--- config.mk ---
export PLATFORM = sky130hd
export DESIGN_NAME = rca_nibble_seq_flat
export DESIGN_NICKNAME = d
export VERILOG_FILES = /design/src/rtl/rca_nibble_seq_if.sv /design/src/rtl/rca_nibble_seq.sv /design/src/flat_wrapper.sv
export SDC_FILE = /design/constraint.sdc
export NUM_CORES = 1
export LEC_CHECK = 0
export ABC_AREA = 1
export BUFFER_PORTS_ARGS = -buffer_cell sky130_fd_sc_hd__buf_4
export CAP_MARGIN = 10
export CORE_MARGIN = 2
export CORE_UTILIZATION = 25
export CTS_BUF_LIST = sky130_fd_sc_hd__clkbuf_4
export CTS_CLUSTER_SIZE = 10
export DETAILED_ROUTE_END_ITERATION = 12
export GPL_TIMING_DRIVEN = 0
export PLACE_DENSITY = 0.49
export SLEW_MARGIN = 10
export SYNTH_ARGS = -nofsm -noshare
export SYNTH_HDL_FRONTEND = slang
export SYNTH_SLANG_ARGS = --single-unit
--- constraint.sdc ---
create_clock -name clk -period 4.1 [get_ports clk]
set_input_delay 0.41 -clock clk [delete_from_list [all_inputs] [get_ports clk]]
set_output_delay 0.41 -clock clk [all_outputs]
set_load 0.01 [all_outputs]
--- src/rtl/rca_nibble_seq_if.sv ---
// rtl/rca_nibble_seq_if.sv - request/result handshake bundle for rca_nibble_seq
// RCA_NIBBLE_SEQ_SUB_EN adds the sub request bit.
interface rca_nibble_seq_if #(parameter int WIDTH = 16);
  logic             in_valid;
  logic             in_ready;
  logic [WIDTH-1:0] a;
  logic [WIDTH-1:0] b;
  logic             cin;
  logic             out_valid;
  logic             out_ready;
  logic [WIDTH-1:0] sum;
  logic             cout;
`ifdef RCA_NIBBLE_SEQ_SUB_EN
  logic             sub;

  modport master (output in_valid, a, b, cin, sub, out_ready,
                  input  in_ready, out_valid, sum, cout);
  modport slave  (input  in_valid, a, b, cin, sub, out_ready,
                  output in_ready, out_valid, sum, cout);
`else
  modport master (output in_valid, a, b, cin, out_ready,
                  input  in_ready, out_valid, sum, cout);
  modport slave  (input  in_valid, a, b, cin, out_ready,
                  output in_ready, out_valid, sum, cout);
`endif
endinterface

--- src/rtl/rca_nibble_seq.sv ---
// rtl/rca_nibble_seq.sv - nibble-serial WIDTH-bit adder on a shared 4-bit ripple stage
// RCA_NIBBLE_SEQ_SUB_EN enables a-b via inverted b and forced carry-in.
module rca_nibble_seq #(
  parameter int WIDTH = 16
) (
  input  logic              clk,
  input  logic              rst,
  rca_nibble_seq_if.slave   bus,
  output logic              busy
);

  localparam int NIB = WIDTH / 4;
  localparam int CW  = (NIB > 1) ? $clog2(NIB) : 1;

  typedef enum logic [1:0] {
    IDLE = 2'd0,
    RUN  = 2'd1,
    DONE = 2'd2
  } state_t;

  state_t           state;
  state_t           state_nx;
  logic [WIDTH-1:0] a_sh;
  logic [WIDTH-1:0] b_sh;
  logic [WIDTH-1:0] sum_r;
  logic [WIDTH-1:0] sum_q;
  logic             carry;
  logic             cout_q;
  logic [CW-1:0]    cnt;
  logic [4:0]       nib;
  logic [WIDTH-1:0] sum_shift;
  logic             last;
  logic [WIDTH-1:0] b_load;
  logic             c_load;

`ifdef RCA_NIBBLE_SEQ_SUB_EN
  assign b_load = bus.sub ? ~bus.b : bus.b;
  assign c_load = bus.sub ? 1'b1 : bus.cin;
`else
  assign b_load = bus.b;
  assign c_load = bus.cin;
`endif

  // Shared 4-bit stage; the new nibble enters the result from the MSB side.
  always_comb begin
    nib       = {1'b0, a_sh[3:0]} + {1'b0, b_sh[3:0]} + {4'd0, carry};
    sum_shift = WIDTH'({nib[3:0], sum_r} >> 4);
    last      = (cnt == CW'(NIB - 1));
  end

  always_ff @(posedge clk) begin
    if (rst) state <= IDLE;
    else     state <= state_nx;
  end

  always_comb begin
    state_nx      = state;
    bus.in_ready  = 1'b0;
    bus.out_valid = 1'b0;
    case (state)
      IDLE: begin
        bus.in_ready = 1'b1;
        if (bus.in_valid) state_nx = RUN;
      end
      RUN: begin
        if (last) state_nx = DONE;
      end
      DONE: begin
        bus.out_valid = 1'b1;
        if (bus.out_ready) state_nx = IDLE;
      end
      default: state_nx = IDLE;
    endcase
  end

  // sum_q/cout_q only load on the final step so outputs hold across RUN.
  always_ff @(posedge clk) begin
    if (rst) begin
      a_sh   <= '0;
      b_sh   <= '0;
      sum_r  <= '0;
      sum_q  <= '0;
      carry  <= 1'b0;
      cout_q <= 1'b0;
      cnt    <= '0;
    end else begin
      case (state)
        IDLE: begin
          if (bus.in_valid) begin
            a_sh  <= bus.a;
            b_sh  <= b_load;
            carry <= c_load;
            cnt   <= '0;
          end
        end
        RUN: begin
          a_sh  <= a_sh >> 4;
          b_sh  <= b_sh >> 4;
          sum_r <= sum_shift;
          carry <= nib[4];
          cnt   <= cnt + CW'(1);
          if (last) begin
            sum_q  <= sum_shift;
            cout_q <= nib[4];
          end
        end
        default: ;
      endcase
    end
  end

  assign bus.sum  = sum_q;
  assign bus.cout = cout_q;
  assign busy     = (state != IDLE);

endmodule

--- src/flat_wrapper.sv ---
// flat-port wrapper written by rule: the top's interface ports become plain ports
module rca_nibble_seq_flat 
#(
  parameter int WIDTH = 16
)
  (clk, rst, busy, bus_in_valid, bus_a, bus_b, bus_cin, bus_out_ready, bus_in_ready, bus_out_valid, bus_sum, bus_cout);
  rca_nibble_seq_if #(.WIDTH(WIDTH)) bus_i ();
  input  logic clk;
  input  logic rst;
  output logic busy;
  input wire logic [$bits(bus_i.in_valid)-1:0] bus_in_valid;
  input wire logic [$bits(bus_i.a)-1:0] bus_a;
  input wire logic [$bits(bus_i.b)-1:0] bus_b;
  input wire logic [$bits(bus_i.cin)-1:0] bus_cin;
  input wire logic [$bits(bus_i.out_ready)-1:0] bus_out_ready;
  output wire logic [$bits(bus_i.in_ready)-1:0] bus_in_ready;
  output wire logic [$bits(bus_i.out_valid)-1:0] bus_out_valid;
  output wire logic [$bits(bus_i.sum)-1:0] bus_sum;
  output wire logic [$bits(bus_i.cout)-1:0] bus_cout;
  assign bus_i.in_valid = bus_in_valid;
  assign bus_i.a = bus_a;
  assign bus_i.b = bus_b;
  assign bus_i.cin = bus_cin;
  assign bus_i.out_ready = bus_out_ready;
  assign bus_in_ready = bus_i.in_ready;
  assign bus_out_valid = bus_i.out_valid;
  assign bus_sum = bus_i.sum;
  assign bus_cout = bus_i.cout;
  rca_nibble_seq #(.WIDTH(WIDTH)) u_core (.clk(clk), .rst(rst), .bus(bus_i), .busy(busy));
endmodule
==> results.toml <==
[cts]
cts_sinks = 66
clk_pin_slew_ps = 110
cts_hold_buffers = 0
tritoncts.num_buffers = 9
clk_latency_ps = 420
cts_setup_buffers = 0
clk_path_buf_depth = 2
cts_tree = "done"
htreeDepth = 3
root_buffer = "clkbuf_4"
cts_resized = 0

[pwr]
p_leak_nw = 1.66
ir_drop_uv = 136
p_per_area_nw_per_um2 = 363

[yosys]
synthAdderAreaFrac = 0.0315
synth_top_family_by_area = "simple AND/OR/NAND/NOR gates"
ys.flop_type = "dfxtp_1"
synth-simple-area-share = 0.215
syn_nets = 428
ys_seq_elements = 66
netlist_instances = 385
synth_edf_count = 0
synth_area_sq_um = 2860
async_flop_share = 0
synth_compound_area_frac = 0.190
ys_seq_area_frac = 0.462
synthMuxAreaShare = 0
yosys.area_share.xor_xnor = 0.00306
synth_cell_types = 25
avgSynthCellArea_sq_um = 7.43
yosysWarnings = 0

[worst_setup_path]
crit_top_cell = "fa_1"
cp.arrival_ps = 1970
slowest_stage = "fa_1"
crit_type = "register to register"
critPathCaptureType = "register"
critical_path.max_stage_delay_ps = 390
rr_endpoint = "u_core.carry$_SDFFE_PP0P_"
r2r_setup_slack_ps = 2490
cp_cell_sequence = "fa_1 -> inv_1 -> fa_1 -> o21ai_0 -> nand3_1 -> a21oi_1"
ff2ff_path_depth = 6
cp.depth = 6
rr_startpoint = "u_core.carry$_SDFFE_PP0P_"
start_kind = "register"
worstPathRequired_ps = 4460
cp_top_family = "adder cells"
path_buf_inv = 1
crit_fanout = 2

[worst_hold_path]
worst_hold_path_type = "input port to register"
worstHoldEndpoint = "u_core.b_sh[12]$_SDFFE_PP0P_"
hold_path.startpoint = "bus_b[12]"
holdPathStages = 3

[drt]
vias_per_cell = 4.29
first_iter_violations = 93
vias = 2567
final_antenna_net_count = 0
drc = 0
drt-total-wl_um = 7190
dr.pass1.iters = 4
wire_per_inst_um = 12.0

[timing]
setup_ws_ps = 2490
holdWs_ps = 237
tightest_slew_ps = 538
fin_crit_sh = 0.393
slew_viol_final = 0
max_freq_mhz = 621
finalHoldViolCount = 0
finalSetupTns_ps = 0
setup_viol = 0
rsz0062_at_grt = "no"
finalClockSkew_ps = 9.08
fin_crit_ps = 1610
slew_headroom = 0.641

[floorplan]
row_count = 39
die_h_um = 111
fp.dieW_um = 111
dieArea_sq_um = 12300
ios = 57
start_util = 0.254
core_area_sq_um = 11300

[global_routing]
grt_pass1_vias = 2450
antenna_found_initial = 0
grt_max_degree = 11
grt_first_pass_wirelength_um = 12000
grt_overflow = 0
grt_usage = 0.123

[run_status]
status = "finished clean"

[place]
gp_congestion = 0.796
placement.io_buffers = 55
dp_hpwl_um = 5230
dpl_worst_slack_ps = 2500
dp.cells = 583

[final_layout]
n_fill_cell = 1236
layout_commonest_cell = "nand2_1"
drive_above_1_share = 0.208
final_cells = 599
mostFrequentLayoutCells = "nand2_1 (104), dfxtp_1 (66), buf_4 (59)"
multi_input_comb_area_sq_um = 1260
antenna_cells = 0
fin_nets = 494
final-seq-area_sq_um = 1320
synthToLayoutAreaGrowth_pct = 24.3

[job]
cap_violations = 0
synthesized netlist by cell type (3+ instances only):
cell	count	area share
buf_4	4	0.010
nand2_1	104	0.14
inv_1	27	0.035
inv_2	3	0.0039
nor2_1	44	0.058
dfxtp_1	66	0.46
nand3_1	6	0.010
a21oi_2	3	0.0092
buf_2	7	0.012
clkbuf_1	8	0.010
ha_1	4	0.017
o21ai_0	38	0.066
o21bai_1	13	0.034
a21oi_1	43	0.075
flip-flops by register name (all words and copies together), names as in the netlist:
| register | count |
|---|---|
| u_core.carry | 1 |
| u_core.b_sh | 16 |
| u_core.cnt | 2 |
| u_core.bus.sum | 16 |
| u_core.a_sh | 16 |
| u_core.sum_r | 12 |
| u_core.bus.cout | 1 |
| u_core.state | 2 |
cells by family (layout without fill, tap and decap cells):
family,after synthesis,in the layout
xor gates and xnor gates,1,1
and+or+nand+nor,158,158
DFF,66,66
buffers and inverters,55,126
AOI/OAI and AO/OA,99,99
adders and majority gates,6,6
power by group:
group | internal (mW) | switching [mW] | total [mW]
combinational | 0.100 | 0.124 | 0.225
clock | 0.131 | 0.227 | 0.358
sequential | 0.683 | 0.0242 | 0.707
total | 0.914 | 0.376 | 1.29
worst max path at each step:
| stage | from | to | slack (ps) |
|---|---|---|---|
| after global placement | u_core.b_sh[0]$_SDFFE_PP0P_ | u_core.carry$_SDFFE_PP0P_ | 2530 |
| after detailed placement | u_core.b_sh[0]$_SDFFE_PP0P_ | u_core.carry$_SDFFE_PP0P_ | 2500 |
| after floorplan | u_core.carry$_SDFFE_PP0P_ | u_core.carry$_SDFFE_PP0P_ | 2680 |
| final | u_core.carry$_SDFFE_PP0P_ | u_core.carry$_SDFFE_PP0P_ | 2490 |
| after global routing | u_core.carry$_SDFFE_PP0P_ | u_core.carry$_SDFFE_PP0P_ | 2320 |
| after CTS | u_core.carry$_SDFFE_PP0P_ | u_core.carry$_SDFFE_PP0P_ | 2470 |
area by class of cell:
class                   instances  share of cell area
plain buffers                  25              0.0471
clock buffers                  11              0.0232
clock inverters                 5             0.00598
inverters                      30              0.0317
multi-input cells             264               0.354
flip-flops and latches         66               0.372
well taps                     143              0.0503
repair buffers                 55               0.116
metrics by stage:
stage / utilization / cell area [sq um] / power (mW)
after floorplan: - / 2860 / 0.870
after global placement: 0.306 / 3450 / 0.946
after detailed placement: 0.306 / 3450 / 0.949
after CTS: 0.315 / 3560 / 1.32
after global routing: 0.315 / 3560 / 1.38
final: 0.315 / 3560 / 1.29
routing by layer:
metal,global-route usage,share of wire,vias up
met5,0,0,-
met4,0.0400,0.012,0
met3,0.0432,0.050,7
met2,0.189,0.44,60
met1,0.161,0.50,1137
li1,-,-,1363
worst register-to-register path: cells and delay by family, from the launching register on:
| kind | cells | cell delay [ps] |
|---|---|---|
| AOI/OAI and AO/OA | 2 | 390 |
| adders and majority gates | 2 | 610 |
| buffers and inverters | 1 | 70 |
| DFF | 1 | 370 |
| and+or+nand+nor | 1 | 110 |
No activity file was read; power rests on OpenSTA's default activity.
